$ cat src/rtl/rr_stage.sv
// rr_stage: register-read stage between the issue queue and execute.
//
// Accepts one issued micro-op per cycle, reads both sources from the PRF,
// overrides them with the execute/writeback bypass buses, and holds the op in a
// single pipeline register that feeds execute. The held op stalls on the
// per-FU ready bit selected by its fu_sel and is squashed on mispredict when
// its ROB entry is set in flush_mask.
//
// Ports:
//   clk, rst                      clock, synchronous active-high reset
//   IS_*  / IS_ready              issued micro-op in, accept handshake out
//   prf_rs*_idx / prf_rs*_data    PRF read address out, same-cycle data in
//   EX_out_* / WB_out_*           result bypass buses
//   EX_ready[7:0]                 per-FU ready from execute
//   mispredict, flush_mask        wrong-path squash
//   RR_valid, EXE_in_*            registered op presented to execute
//   stall_cnt                     saturating count of stalled cycles
//
// Configuration macro:
//   RR_WB_BYPASS_EN  defined   -> WB_out bypass participates in operand select
//                    undefined -> WB_out_* ignored; PRF must be write-through
module rr_stage #(
    parameter int ROB_LEN = 8,
    parameter int PREG_W  = 7,
    localparam int RI     = $clog2(ROB_LEN)
) (
    input  logic              clk,
    input  logic              rst,
    input  logic              IS_valid,
    output logic              IS_ready,
    input  logic [2:0]        IS_fu_sel,
    input  logic [31:0]       IS_inst,
    input  logic [PREG_W-1:0] IS_rs1,
    input  logic [PREG_W-1:0] IS_rs2,
    input  logic [PREG_W-1:0] IS_rd,
    input  logic [31:0]       IS_imm,
    input  logic [31:0]       IS_pc,
    input  logic [4:0]        IS_op,
    input  logic [2:0]        IS_f3,
    input  logic [6:0]        IS_f7,
    input  logic [RI-1:0]     IS_rob_idx,
    input  logic              IS_jump,
    output logic [PREG_W-1:0] prf_rs1_idx,
    output logic [PREG_W-1:0] prf_rs2_idx,
    input  logic [31:0]       prf_rs1_data,
    input  logic [31:0]       prf_rs2_data,
    input  logic              EX_out_valid,
    input  logic [PREG_W-1:0] EX_out_rd,
    input  logic [31:0]       EX_out_data,
    input  logic              WB_out_valid,
    input  logic [PREG_W-1:0] WB_out_rd,
    input  logic [31:0]       WB_out_data,
    input  logic [7:0]        EX_ready,
    input  logic              mispredict,
    input  logic [ROB_LEN-1:0] flush_mask,
    output logic              RR_valid,
    output logic [2:0]        EXE_in_fu_sel,
    output logic [31:0]       EXE_in_inst,
    output logic [31:0]       EXE_in_rs1_data,
    output logic [31:0]       EXE_in_rs2_data,
    output logic [31:0]       EXE_in_imm,
    output logic [31:0]       EXE_in_pc,
    output logic [PREG_W-1:0] EXE_in_rd,
    output logic [4:0]        EXE_in_op,
    output logic [2:0]        EXE_in_f3,
    output logic [6:0]        EXE_in_f7,
    output logic [RI-1:0]     EXE_in_rob_idx,
    output logic              EXE_in_jump,
    output logic [31:0]       stall_cnt
);

    // Operand select: tag 0 is the zero register; EX bypass beats WB bypass
    // because it carries the younger result for the same tag.
    function automatic logic [31:0] sel_operand(input logic [PREG_W-1:0] tag,
                                                input logic [31:0]       prf);
        if (tag == '0)
            return 32'd0;
        if (EX_out_valid && (EX_out_rd == tag))
            return EX_out_data;
`ifdef RR_WB_BYPASS_EN
        if (WB_out_valid && (WB_out_rd == tag))
            return WB_out_data;
`endif
        return prf;
    endfunction

    function automatic logic [31:0] sat_inc(input logic [31:0] v);
        return (v == 32'hFFFF_FFFF) ? v : v + 32'd1;
    endfunction

`ifndef RR_WB_BYPASS_EN
    logic unused_wb;
    assign unused_wb = ^{WB_out_valid, WB_out_rd, WB_out_data};
`endif

    logic vld_p1;
    logic fire;
    logic stall_blk;
    logic accept;
    logic in_squash;
    logic held_squash;
    logic [31:0] rs1_data_p0;
    logic [31:0] rs2_data_p0;

    // Stage p0: combinational handshake, squash decode and operand read.
    assign stall_blk   = 1'b0;  // reserved back-pressure hook, tied off
    assign fire        = vld_p1 && EX_ready[EXE_in_fu_sel];
    assign IS_ready    = (!vld_p1 || fire) && !stall_blk;
    assign accept      = IS_valid && IS_ready;
    // A squashed incoming op is still consumed (IS_ready stays 1) but never loaded.
    assign in_squash   = mispredict && flush_mask[IS_rob_idx];
    assign held_squash = mispredict && flush_mask[EXE_in_rob_idx];

    assign prf_rs1_idx = IS_rs1;
    assign prf_rs2_idx = IS_rs2;
    assign rs1_data_p0 = sel_operand(IS_rs1, prf_rs1_data);
    assign rs2_data_p0 = sel_operand(IS_rs2, prf_rs2_data);

    // Stage p1: pipeline register presented to execute; operands frozen while held.
    always_ff @(posedge clk) begin
        if (rst) begin
            vld_p1          <= 1'b0;
            EXE_in_fu_sel   <= '0;
            EXE_in_inst     <= '0;
            EXE_in_rs1_data <= '0;
            EXE_in_rs2_data <= '0;
            EXE_in_imm      <= '0;
            EXE_in_pc       <= '0;
            EXE_in_rd       <= '0;
            EXE_in_op       <= '0;
            EXE_in_f3       <= '0;
            EXE_in_f7       <= '0;
            EXE_in_rob_idx  <= '0;
            EXE_in_jump     <= 1'b0;
            stall_cnt       <= '0;
        end else begin
            if (accept && !in_squash) begin
                vld_p1          <= 1'b1;
                EXE_in_fu_sel   <= IS_fu_sel;
                EXE_in_inst     <= IS_inst;
                EXE_in_rs1_data <= rs1_data_p0;
                EXE_in_rs2_data <= rs2_data_p0;
                EXE_in_imm      <= IS_imm;
                EXE_in_pc       <= IS_pc;
                EXE_in_rd       <= IS_rd;
                EXE_in_op       <= IS_op;
                EXE_in_f3       <= IS_f3;
                EXE_in_f7       <= IS_f7;
                EXE_in_rob_idx  <= IS_rob_idx;
                EXE_in_jump     <= IS_jump;
            end else if (fire || held_squash) begin
                vld_p1 <= 1'b0;
            end
            if (vld_p1 && !EX_ready[EXE_in_fu_sel])
                stall_cnt <= sat_inc(stall_cnt);
        end
    end

    assign RR_valid = vld_p1;

endmodule

$ cat config.mk
export PLATFORM = sky130hd
export DESIGN_NAME = rr_stage
export DESIGN_NICKNAME = d
export VERILOG_FILES = /design/src/rtl/rr_stage.sv
export SDC_FILE = /design/constraint.sdc
export NUM_CORES = 1
export LEC_CHECK = 0
export BUFFER_PORTS_ARGS = -buffer_cell sky130_fd_sc_hd__buf_4
export CORE_AREA = 2 2 212 214
export CTS_CLUSTER_SIZE = 24
export DETAILED_ROUTE_END_ITERATION = 10
export DIE_AREA = 0 0 214 216
export PLACE_DENSITY = 0.44
export SLEW_MARGIN = 0
export SYNTH_ARGS = -nofsm -noshare
export SYNTH_HDL_FRONTEND = slang
export SYNTH_SLANG_ARGS = --single-unit
$ cat constraint.sdc
create_clock -name clk -period 3.1 [get_ports clk]
set_clock_uncertainty 0.1 [all_clocks]
set_input_delay 0.31 -clock clk [delete_from_list [all_inputs] [get_ports clk]]
set_output_delay 0.31 -clock clk [all_outputs]
set_load 0.03 [all_outputs]
-- After elaboration in Yosys (flattened, before gate mapping)
Index checks and enable logic that the tools add are counted.
W data, S select, Z words.
- flip-flop bits (word level): 222
- bits of input ports: 303
- output and inout bits: 237
- $add $sub $neg: 1
- order comparisons: 3
- eq/ne operators: 3
- multiplexer cells: 22
- bitwise logic cells: 1
- reductions and logical operators: 17
- operators with widths (cell ; count):
    $mux W32 ; 8
    $add A32 B1 Y32 const B ; 1
    $eq A32 B32 Y1 const B ; 1
    $eq A7 B7 Y1 ; 2
    $logic_not A7 Y1 ; 2
    $lt A3 B4 Y1 const B ; 3
    $mux W1 ; 11
    $bmux W1 S3 ; 3
    $logic_and A1 B1 Y1 ; 8
    $logic_not A1 Y1 ; 3
    $logic_or A1 B1 Y1 ; 2
    $reduce_and A2 Y1 ; 1
    $reduce_bool A2 Y1 ; 1
    $not A1 Y1 ; 1

-- Logic depth before layout (Yosys ltp)
- word-level depth: 7
- depth in mapped cells: 9
- mapped depth without buffers: 6

-- Least setup slack after synthesis
Ideal clock, no wire load.
- path type: register -> register
- start: reg EXE_in_fu_sel[1]
- end: reg EXE_in_imm[10]
- setup time: 0.132 ns
- arrival time: 2.296 ns
- data required time: 2.868 ns
- slack: 0.572 ns
- stages on the path, launching flop included: 10
- path buffers: 4
- period minus slack after synthesis: 2.528 ns
- cell sequence: dfxtp_1 > buf_4 > mux2i_1 > mux4_2 > a221o_1 > buf_2 > buf_2 > clkbuf_1 > nand2_1 > a21oi_1
- word-level cells in the longest chain between the ends: 6
- RTL lines (element ; line ; RTL):
    start, declared ; 57 ; output logic [2:0] EXE_in_fu_sel,
    start signal, assigned ; 139 ; EXE_in_fu_sel <= IS_fu_sel;
    $bmux W1 S3 ; 107 ; assign fire = vld_p1 && EX_ready[EXE_in_fu_sel];
    $mux W1 (not written as such) ; 107 ;
    $logic_and A1 B1 Y1 ; 107 ;
    $logic_or A1 B1 Y1 ; 108 ; assign IS_ready = (!vld_p1 || fire) && !stall_blk;
    $logic_and A1 B1 Y1 ; 109 ; assign accept = IS_valid && IS_ready;
    $logic_and A1 B1 Y1 ; 137 ; if (accept && !in_squash) begin
    end signal, assigned ; 143 ; EXE_in_imm <= IS_imm;
    end, declared ; 61 ; output logic [31:0] EXE_in_imm,
No other way between the ends. The select of a mux whose other input is x is not followed.
A chain may end at the register's enable or synchronous reset.

-- Worst setup path after layout
- start: reg EXE_in_fu_sel[1]
- end: out IS_ready
- word-level cells in the longest chain between the ends: 4
- RTL lines (element ; line ; RTL):
    $bmux W1 S3 ; 107 ;
    $mux W1 (not written as such) ; 107 ;
    $logic_and A1 B1 Y1 ; 107 ;
    $logic_or A1 B1 Y1 ; 108 ;
    end, declared ; 30 ; output logic IS_ready,
No other way between the ends. The select of a mux whose other input is x is not followed.

==> out/results.ini <==
[yosys]
area_share_of_xor_xnor_cells_in_the_synthesized_design=0.0128
synth-compound-area-share=0.176
yosysMostFrequentCell=sky130_fd_sc_hd__nand2_1
synth_cell_type_count=36
avg_inst_size_synth_um2=8.81
synthSimpleGateAreaFrac=0.207
post_synthesis_net_count=1394
yosys_warnings=0
yosys-mux-area-fraction=0.0861
async_reset_ff_frac=0
yosys_most_used_dff=sky130_fd_sc_hd__dfxtp_1
yosys.area.top_type=sky130_fd_sc_hd__dfxtp_1
ys_seq_elements=222
netlist_area_um2=9600
cell_types_with_the_highest_counts_after_synthesis=sky130_fd_sc_hd__nand2_1 (262), sky130_fd_sc_hd__dfxtp_1 (222), sky130_fd_sc_hd__a21oi_1 (157)
ys_seq_area_frac=0.463
post_synth_fa_ha_maj_area_fraction=0.00130
synth_top_family_by_area=simple AND/OR/NAND/NOR gates
portion_of_synthesized_cell_area_occupied_by_the_leading_cell_type=0.463
synth_edf_count=0
synth.top_cells.by_area=sky130_fd_sc_hd__dfxtp_1 (46%), sky130_fd_sc_hd__nand2_1 (10%), sky130_fd_sc_hd__a21oi_1 (8.2%)
syn_inst=1090

[layout]
multi_input_comb_area_um2=4660
fillerInstances=4465
antenna_cells=0
area_growth_syn_to_layout_pct=79.4
final_design_area_no_fill_um2=17200
fin_nets=2084
post_route_cells_drive_above_1_share=0.340
layout.cells.non_filler=2390
register_area_um2=4440

[worst_setup_path]
worstSetupStartpoint=EXE_in_fu_sel[1]
cp_max_fo=11
launching_element_type_of_the_critical_path=register
worstPathCellList=mux2i_1, mux4_2, and2_1, clkinvlp_4, buf_4
reg2regPathDepth=5
arrival_ns=2.49
critical_path_class=register to output port
rr_endpoint=EXE_in_rs2_data[14]
rrSetupSlack_ns=0.26
crit_path_max_incr_delay_ns=0.47
crit_path_top_delay_cell=sky130_fd_sc_hd__dfxtp_1
worstSetupEndpoint=IS_ready
worst_setup_path_end_kind=output port
critical_path_required_ns=2.69
regToRegStartpoint=EXE_in_fu_sel[1]

[global_route]
antenna_violations_before_repair=0
grt_overflow_total=0
via_count_of_the_first_global_routing_pass=10800
grt_util_all_layers=0.169
grt_first_pass_wirelength_um=62800
grt_start_max_net_pins=134

[timing]
timing.fmax_mhz=345
min_period_over_period=0.935
rsz_0062_raised_after_global_routing=false
setup_violations_final=0
setup_total_negative_slack_ns=0
worst_slew_pin_slew_ns=0.792
final_hold_viol_count=0
fin_crit_ns=2.90
timing_max_transition_violations_final=0
worst_slew_margin_rel=0.470

[route]
first_pass_iters=5
drc_viols=0
avgRoutedWirePerCell_um=17.2
totalWireLength_um=41000
detail_route.iter0.violations=448
antenna_left=0
mean_number_of_vias_per_cell=4.45
route.vias.total=10600

[place]
port_buffers=499
place_area_um2=13900
place.detailed.hpwl_um=28600
placed_cells_incl_taps=2107
gp_congestion=0.960

[clocking]
clock_path_buffers=3
ctsRootBufferMaster=sky130_fd_sc_hd__clkbuf_16
tritoncts_clock_tree=yes
cts_buffers=28
path_clk_slew_ns=0.06
cts_htree_levels=1
post-cts-setup-buffer-count=0
cts.sink_count=222
source_to_sink_clock_delay_at_the_later_pin_of_the_worst_skew_pair_ns=0.55

[die]
placeableCoreArea_um2=43800
die_height_um=216
initial_core_util=0.219
placement_rows=77
dieWidth_um=214
ports=540
floorplan.die_area_um2=46200

[hold_path]
worst_min_delay_path_category=input port to register

[pwr]
powerDensity_nw_per_um2=490
total_power_uw=8450
power.leakage_uw=0.00704
ir_drop_v=0.000369

[flow_run]
timing.max_cap.violations=0

[status]
outcome=complete, no violations

==> cell families after synthesis <==
family / Yosys count
buffers and inverters: 108
and+or+nand+nor: 409
xor gates and xnor gates: 14
adders and majority gates: 1
AOI/OAI and AO/OA: 260
DFF: 222
muxes: 76
==> critical path: cells and delay by family, from the launching register on <==
kind          cells  cell delay, ns
simple gates      1            0.32
mux               2            0.62
flops             1            0.47
buf+inv           2            0.53
==> registers in the layout (all words and copies together), names as in the netlist <==
name,count
RR_valid,1
EXE_in_f7,7
EXE_in_rs2_data,32
EXE_in_rs1_data,32
EXE_in_op,5
EXE_in_jump,1
stall_cnt,32
EXE_in_f3,3
EXE_in_fu_sel,3
EXE_in_rd,7
EXE_in_pc,32
EXE_in_imm,32
EXE_in_rob_idx,3
EXE_in_inst,32
==> area by class of cell <==
class / count / share of cell area
inverter: 7 / 0.00174
timing repair inverter: 1 / 0.000290
timing repair buffer: 760 / 0.370
clock inverter: 5 / 0.00581
multi-input combinational: 760 / 0.271
sequential: 222 / 0.258
tap: 592 / 0.0430
clock buffer: 43 / 0.0504
==> report_power, final <==
group          leakage, uW  switching (uW)  internal (uW)
logic              0.00475            1020            850
clock network     0.000478            1290           2150
registers          0.00182             104           3040
total              0.00704            2410           6030
==> how the worst min path moves through the flow <==
stage	slack [ns]	to	start	cells past startpoint
after detailed placement	0.35	EXE_in_inst[12]	EXE_in_inst[12]	2
after floorplan	0.35	EXE_in_fu_sel[1]	IS_fu_sel[1]	2
after global placement	0.34	EXE_in_f7[6]	EXE_in_f7[6]	2
after CTS	0.002	EXE_in_rs2_data[7]	EX_out_data[7]	3
final	0.03	EXE_in_rs1_data[15]	EX_out_data[15]	3
after global routing	0.009	EXE_in_rs2_data[17]	prf_rs2_data[17]	3
==> cells in the final DEF (no fill, tap or decap), types with 5 or more instances in the layout <==
master and n:
sky130_fd_sc_hd__buf_4 518, sky130_fd_sc_hd__nand2_1 262, sky130_fd_sc_hd__dlygate4sd3_1 234, sky130_fd_sc_hd__dfxtp_1 222, sky130_fd_sc_hd__a21oi_1 157, sky130_fd_sc_hd__mux2i_1 68
sky130_fd_sc_hd__nand3b_1 65, sky130_fd_sc_hd__o31ai_1 62, sky130_fd_sc_hd__clkbuf_16 29, sky130_fd_sc_hd__o31ai_2 25, sky130_fd_sc_hd__or4_1 23, sky130_fd_sc_hd__nand4_1 15
sky130_fd_sc_hd__xnor2_1 14, sky130_fd_sc_hd__nand3_1 10, sky130_fd_sc_hd__nor2_1 9, sky130_fd_sc_hd__clkbuf_8 9, sky130_fd_sc_hd__o21ai_0 8, sky130_fd_sc_hd__or3_1 8
sky130_fd_sc_hd__buf_12 7, sky130_fd_sc_hd__inv_1 6, sky130_fd_sc_hd__mux4_2 5, sky130_fd_sc_hd__clkbuf_1 5
==> per-stage QoR <==
stage | hold WS [ns] | worst slack, ns | utilization
2_1_floorplan | 0.346 | 0.572 | -
3_3_place_gp | 0.343 | 0.443 | 0.317
3_5_place_dp | 0.347 | 0.373 | 0.317
4_1_cts | 0.00172 | 0.0968 | 0.393
5_1_grt | 0.00943 | 0.00644 | 0.393
6_report | 0.0343 | 0.200 | 0.393
==> routing by layer <==
| metal | part of all wire | track usage | vias up |
|---|---|---|---|
| li1 | - | - | 5216 |
| met1 | 0.41 | 0.195 | 4984 |
| met2 | 0.49 | 0.298 | 389 |
| met3 | 0.081 | 0.0554 | 55 |
| met4 | 0.025 | 0.0441 | 0 |
| met5 | 0 | 0 | - |
==> what timing repair did <==
item                       4_1_cts  5_1_grt
hold buffers                   234        0
hold endpoints to repair       185        0
setup endpoints to repair        1        1
gates resized for setup          1        0
cloned                           0        1
(Power assumes the default switching activity.)
